**src/rtl/run_sequencer.sv**
```systemverilog
// ============================================================================
// Module      : run_sequencer
// Description : Program sequencer for the 9-bit-instruction core: PC, start/done
//               handshake, stall, branch redirect, halt detect, PC-wrap fault.
//               Optional cycle counter enabled by RUN_SEQUENCER_CYCLE_COUNT_EN.
// Revision    : 1.0 - initial release
// ============================================================================
`default_nettype none

module run_sequencer #(
  parameter int                    PC_WIDTH   = 11,
  parameter int                    INST_WIDTH = 9,
  parameter logic [PC_WIDTH-1:0]   START_ADDR = '0,
  parameter logic [INST_WIDTH-1:0] HALT_INST  = {INST_WIDTH{1'b1}},
  parameter int                    CYC_WIDTH  = 16
) (
  input  logic                  clk,
  input  logic                  reset,
  input  logic                  start,
  input  logic                  stall,
  input  logic                  branch_en,
  input  logic [PC_WIDTH-1:0]   target,
  input  logic [INST_WIDTH-1:0] inst_in,
  output logic [PC_WIDTH-1:0]   pc,
  output logic                  running,
  output logic                  done,
  output logic                  fault,
  output logic [CYC_WIDTH-1:0]  cycle_count
);

  typedef enum logic [1:0] {
    S_IDLE  = 2'd0,
    S_ARMED = 2'd1,
    S_RUN   = 2'd2,
    S_DONE  = 2'd3
  } state_t;

  localparam logic [PC_WIDTH-1:0] c_PC_MAX = {PC_WIDTH{1'b1}};

  state_t              r_state;
  logic [PC_WIDTH-1:0] r_pc;
  logic                r_running;
  logic                r_done;
  logic                r_fault;

  // A stalled cycle is invisible to the program: no fetch advance, no halt check.
  logic w_step;
  assign w_step = !start && (r_state == S_RUN) && !stall;

  always_ff @(posedge clk or posedge reset) begin
    if (reset) begin
      r_state   <= S_IDLE;
      r_pc      <= START_ADDR;
      r_running <= 1'b0;
      r_done    <= 1'b0;
      r_fault   <= 1'b0;
    end else if (start) begin
      r_state   <= S_ARMED;
      r_pc      <= START_ADDR;
      r_running <= 1'b0;
      r_done    <= 1'b0;
      r_fault   <= 1'b0;
    end else begin
      case (r_state)
        S_ARMED: begin
          r_state   <= S_RUN;
          r_running <= 1'b1;
        end
        S_RUN: begin
          if (w_step) begin
            if (inst_in == HALT_INST) begin
              r_state   <= S_DONE;
              r_running <= 1'b0;
              r_done    <= 1'b1;
            end else if (branch_en) begin
              r_pc <= target;
            end else if (r_pc == c_PC_MAX) begin
              // Running off the end of the address space is a fault, not a wrap.
              r_state   <= S_DONE;
              r_running <= 1'b0;
              r_done    <= 1'b1;
              r_fault   <= 1'b1;
            end else begin
              r_pc <= r_pc + PC_WIDTH'(1);
            end
          end
        end
        default: ;
      endcase
    end
  end

`ifdef RUN_SEQUENCER_CYCLE_COUNT_EN
  localparam logic [CYC_WIDTH-1:0] c_CYC_MAX = {CYC_WIDTH{1'b1}};

  logic [CYC_WIDTH-1:0] r_cycle_count;

  always_ff @(posedge clk or posedge reset) begin
    if (reset) begin
      r_cycle_count <= '0;
    end else if (start) begin
      r_cycle_count <= '0;
    end else if (w_step && (r_cycle_count != c_CYC_MAX)) begin
      r_cycle_count <= r_cycle_count + CYC_WIDTH'(1);
    end
  end

  assign cycle_count = r_cycle_count;
`else
  assign cycle_count = '0;
`endif

  assign pc      = r_pc;
  assign running = r_running;
  assign done    = r_done;
  assign fault   = r_fault;

endmodule

`default_nettype wire

```
**config.mk**
```make
export PLATFORM = sky130hd
export DESIGN_NAME = run_sequencer
export DESIGN_NICKNAME = d
export VERILOG_FILES = /design/src/rtl/run_sequencer.sv
export SDC_FILE = /design/constraint.sdc
export NUM_CORES = 1
export LEC_CHECK = 0
export ABC_AREA = 0
export CORE_MARGIN = 5
export CORE_UTILIZATION = 38
export CTS_CLUSTER_DIAMETER = 100
export CTS_CLUSTER_SIZE = 28
export DETAILED_ROUTE_END_ITERATION = 7
export PLACE_DENSITY = 0.77
export SYNTH_ARGS = -nofsm -noshare
export SYNTH_HDL_FRONTEND = slang
export SYNTH_SLANG_ARGS = --single-unit
```
**constraint.sdc**
```tcl
create_clock -name clk -period 1.7 [get_ports clk]
set_input_delay 0.17 -clock clk [delete_from_list [all_inputs] [get_ports clk]]
set_output_delay 0.17 -clock clk [all_outputs]
set_load 0.02 [all_outputs]
```
# Word-level counts from Yosys, hierarchy flattened
# Cells that the tools add are included.
[totals] regBits=16 latchBits=0 ram_bits=0 romBits=0 in_bits=25 out_inout_bits=30 wordCells=58 mem_count=0
[op_classes] add_sub_neg=1 multipliers=0 div_mod_pow=0 order_cmp=0 eq_ne=11 n_shift=0 mux=28 bitwise_logic=0 n_reduce_logical=13
[ops] op="$mux 11" n=6
[ops] op="$mux 1" n=15
[ops] op="$reduce_and 4->1" n=3
[ops] op="$add 11x1->11 const B" n=1
[ops] op="$eq 11x11->1 const B" n=1
[ops] op="$mux 2" n=5
[ops] op="$eq 9x9->1 const B" n=1
[ops] op="$ne 3x3->1 const B" n=2
[ops] op="$reduce_bool 2->1" n=3
[ops] op="$reduce_bool 3->1" n=2
[ops] op="$reduce_and 5->1" n=1
[ops] op="$ne 2x2->1 const B" n=2
[ops] op="$ne 4x2->1 const B" n=1
[ops] op="$ne 4x3->1 const B" n=1
[ops] op="$pmux 2 s2" n=1
[ops] op="$ne 3x2->1 const B" n=1
[ops] op="$eq 2x1->1 const B" n=1
[ops] op="$eq 2x2->1 const B" n=1
[ops] op="$logic_and 1x1->1" n=2
[ops] op="$logic_not 1->1" n=2
[ops] op="$pmux 1 s2" n=1

# Longest topological paths before layout
[depth] ltp_word=7 depth_mapped=6 depth_no_buf=5

# Least setup slack after synthesis
# OpenSTA, ideal clock, no wires.
[synth_path] kind="reg-to-reg" startpoint="register r_pc[0], in the netlist pc[0]" endpoint="register r_running, in the netlist running" setup_ns=0.122 t_arrival_ns=1.613 required_time_ns=1.578 path_slack_ns=-0.035 stages_incl_launch_ff=6 n_path_buf=0 synth_period_minus_slack_ns=1.735 cell_sequence="dfrtp_1 -> ha_1 -> nand2_1 -> nor4_2 -> nor3_1 -> a32o_1"
[synth_between] elab_chain_cells=3
[synth_lines] item="start, declared" line_no="41" rtl="logic [PC_WIDTH-1:0] r_pc;"
[synth_lines] item="start signal, assigned" line_no="76" rtl="r_pc <= target;"
[synth_lines] item="start signal, assigned" line_no="84" rtl="r_pc <= r_pc + PC_WIDTH'(1);"
[synth_lines] item="$eq 11x11->1" line_no="77" rtl="end else if (r_pc == c_PC_MAX) begin"
[synth_lines] item="$ne 4x2->1 (no line)"
[synth_lines] item="$reduce_and 4->1 (no line)"
[synth_lines] item="end signal, assigned" line_no="67" rtl="r_running <= 1'b1;"
[synth_lines] item="end signal, assigned" line_no="73" rtl="r_running <= 1'b0;"
[synth_lines] item="end signal, assigned" line_no="80" rtl="r_running <= 1'b0;"
[synth_lines] item="end, declared" line_no="42" rtl="logic r_running;"
# Every way passes these cells.
# A chain may end at the register's enable or synchronous reset.

# Final worst setup path
[layout_path] startpoint="register r_pc[0], in the netlist pc[0]" endpoint="register r_pc[9], in the netlist pc[9]"
[layout_between] elab_chain_cells=7 elab_cells_between_ends=10 classes_between="add/sub: 1; eq/ne: 2; mux: 6; reduce/logical: 1"
[layout_lines] item="$add 11x1->11" line_no="84"
[layout_lines] item="$mux 11" line_no="77"
[layout_lines] item="$mux 11" line_no="75" rtl="end else if (branch_en) begin"
[layout_lines] item="$mux 11" line_no="71" rtl="if (inst_in == HALT_INST) begin"
[layout_lines] item="$mux 11" line_no="70" rtl="if (w_step) begin"
[layout_lines] item="$mux 11" line_no="64" rtl="case (r_state)"
[layout_lines] item="$mux 11" line_no="57" rtl="end else if (start) begin"
# Several ways; a longest one is shown, not always the timed one. The select of a mux whose other input is x is not followed.

==> results.txt <==
----------------------------------------------------
[Outcome]
  Status ... completed

[Timing]
  F_max ... 616 MHz
  Share of the clock period used by the worst path ... 95.5%
  Fin crit period ... 1.62 ns
  Number of hold violations in the final report ... 0
  Largest clock skew in the final design ... 0.00799 ns
  Setup repair after global routing missed its margin ... no
  Fin worst setup slack ... 0.0772 ns
  Final number of max-transition violations ... 0
  Setup-violating endpoint count in the final report ... 0
  Worst-Margin Slew ... 0.643 ns
  Worst slew margin relative to its limit ... 57.1%

[Floorplan]
  Width of the die ... 66.9 µm
  Number of primary I/O pins ... 55
  Vertical die dimension ... 66.9 µm
  Placement row count ... 20
  Effective utilization at floorplan ... 40.0%
  Floorplan Core Area ... 3080 µm²
  DIE AREA ... 4480 µm²

[Synthesis]
  Post-synthesis register bit count ... 16
  Main flop type after synthesis ... dfrtp_1
  Number of distinct library cell variants in the gate-level netlist after synthesis ... 39
  EDFF count, synth ... 0
  Post-synth top area share ... 32.5%
  Top cells by area in the synthesized netlist ... dfrtp_1 33%, buf_4 9.8%, o31ai_1 6.7%
  Share of synthesized flip-flops with an asynchronous set or reset ... 100%
  Syn avg cell area ... 8.61 µm²
  Sequential-to-total area share from yosys stat ... 32.5%
  Post-synthesis instance area ... 1230 µm²
  Area leader, netlist ... dfrtp_1
  Count of mapped cells out of synthesis ... 143
  Yosys warning total ... 0

[Global route]
  Initial antenna violation count ... 0
  Global-route wire length before repair ... 5130 µm
  Largest net degree at the start of global routing ... 18
  Congestion Overflow GR ... 0
  Vias in the first global route ... 1153
  Overall global routing resource usage ... 15.0%

[Place]
  Count of input and output buffers ... 38
  Setup WS pre-CTS ... -0.109 ns
  Half-perimeter wire length after placement ... 2570 µm
  Global placer's final weighted congestion ... 0.829

[Clocking]
  Clock transition at the registers of the reported paths ... 0.09 ns
  Clock sink total ... 16
  Root buffer selected by CTS ... clkbuf_4
  Source-to-sink clock delay at the later pin of the worst-skew pair ... 0.29 ns
  TritonCTS clock tree ... yes
  Number of levels the H-tree was split into ... 1
  Clock buffer count from CTS ... 3
  Max clock buf depth ... 2

[Setup path]
  Reg-to-reg slack, setup ... 0.08 ns
  Crit path max fanout ... 9
  Type of the worst setup path ... register to register
  Critical path origin ... pc[0]$_DFFE_PP0P_
  Capturing point of the worst reg2reg path ... pc[9]$_DFFE_PP0P_
  Depth of the worst register-to-register path ... 6
  Worst Setup End Kind ... register
  Critical path data required time ... 1.89 ns
  Startpoint of the worst register-to-register path ... pc[0]$_DFFE_PP0P_
  Kind of start point of the critical path ... register
  WP data arrival ... 1.81 ns

[Cells and area]
  Number of inserted diodes ... 0
  Number of nets in the finished design ... 222
  Area Growth Syn to Fin ... 43.4%
  Post-layout utilization of the core ... 57.4%
  Fraction of layout cells with a size suffix above 1 ... 17.9%

[Detailed routing]
  Count of unresolved DRC violations after routing ... 0
  Iteration-0 DRC Markers ... 89
  Routed len/inst ... 13.8 µm
  Vias ... 1254
  Number of detailed-routing iterations run before antenna repair ... 4
  Total detailed-routing wirelength ... 3300 µm
  Remaining antenna violation count ... 0
  Via density per instance ... 5.25

[Pwr]
  Power after layout ... 1.05 mW
  Leakage power figure ... 0.737 nW
  PwrDens ... 594 nW/µm²
  Worst IR Drop VDD ... 0.467 mV

[Worst hold path]
  Worst min-delay path class ... input port to asynchronous set/reset pin

[Job]
  Number of max-cap violations ... 0

----------------------------------------------------
## cell usage after synthesis (all sizes together) (5+ instances only)
master / number
inv: 5
nand3: 6
a21oi: 8
o21ai: 10
dfrtp: 16
o31ai: 11
buf: 21
nor3: 9
nor2: 9
## per-stage QoR
step                area [µm²]  TNS (ns)  cells  hold slack, ns
global route              1770         0    239           0.306
CTS                       1760         0    239           0.269
global placement          1720    -0.543    235           0.489
detailed placement        1720     -1.02    235           0.501
finish                    1770         0    239           0.256
floorplan                 1290         0    158          0.0836
## layer usage
layer | track usage (%) | wire (µm) | vias up
li1 | - | - | 615
met1 | 17.9 | 1280 | 590
met2 | 24.9 | 1730 | 45
met3 | 4.38 | 253 | 4
met4 | 6.58 | 44 | 0
met5 | 0 | 0 | -
## power breakdown
| group | switching [mW] | leakage (nW) | internal, mW |
|---|---|---|---|
| Combinational | 0.197 | 0.516 | 0.192 |
| Sequential | 0.0339 | 0.206 | 0.414 |
| Clock | 0.120 | 0.0150 | 0.0914 |
| Total | 0.351 | 0.737 | 0.697 |
## area by class of cell
cell class / instances / area [µm²]
Timing Repair Buffer: 58 / 543
Sequential cell: 16 / 403
Clock buffer: 4 / 26.3
Fill cell: 282 / 1310
Tap cell: 44 / 55.1
Multi-Input combinational cell: 112 / 719
Inverter: 5 / 18.8
## layout by cell type (no fill, tap or decap), types with 2 or more instances in the layout
cell	synthesis	routed
clkbuf_4	0	3
clkdlybuf4s50_1	0	38
nor3b_1	3	3
conb_1	1	16
dfrtp_1	16	14
o41ai_2	4	4
o21a_1	2	2
nand2b_1	2	2
a21oi_1	8	8
buf_4	16	19
inv_1	4	4
nand4_1	4	4
nand3_1	6	5
or3_1	3	3
o21ai_0	10	10
nand2_1	4	3
and3_1	3	3
nor3_1	9	9
o31ai_1	11	11
nor2_1	9	9
dfrtp_2	0	2
nor4_1	3	3
## kinds of logic after synthesis
kind of cell	after synthesis	synth area share, %
AND/OR/NAND/NOR	52	24.5
multiplexers	1	0.813
flip-flops	16	32.5
AO/OA/AOI/OAI	42	25.9
other	1	0.305
buffers and inverters	30	14.9
adder cells (fa/ha/maj)	1	1.02
## state kept, by name (all words and copies together), names as in the netlist
signal,count
pc,11
r_state,2
done,1
fault,1
running,1
## repair_timing
action | 4_1_cts | 5_1_grt
setup endpoints to repair | 1 | 9
setup buffers | 0 | 0
pin swaps | 0 | 1
hold buffers | 0 | 0
resized for setup | 1 | 2
## worst max-delay path by stage
stage / endpoint / slack [ns]
floorplan: pc[7]$_DFFE_PP0P_ / 0.03
global placement: pc[6]$_DFFE_PP0P_ / -0.06
detailed placement: pc[9]$_DFFE_PP0P_ / -0.11
CTS: pc[9]$_DFFE_PP0P_ / 0.03
global route: pc[6]$_DFFE_PP0P_ / 0.02
finish: pc[9]$_DFFE_PP0P_ / 0.08
## worst max-delay path, stage by stage (launching register included)
cell	delay (ns)
dfrtp_2	0.42
ha_1	0.23
nand2_2	0.10
nor4_1	0.06
or2_1	0.25
buf_12	0.15
o41ai_2	0.30
(Power assumes the default switching activity.)
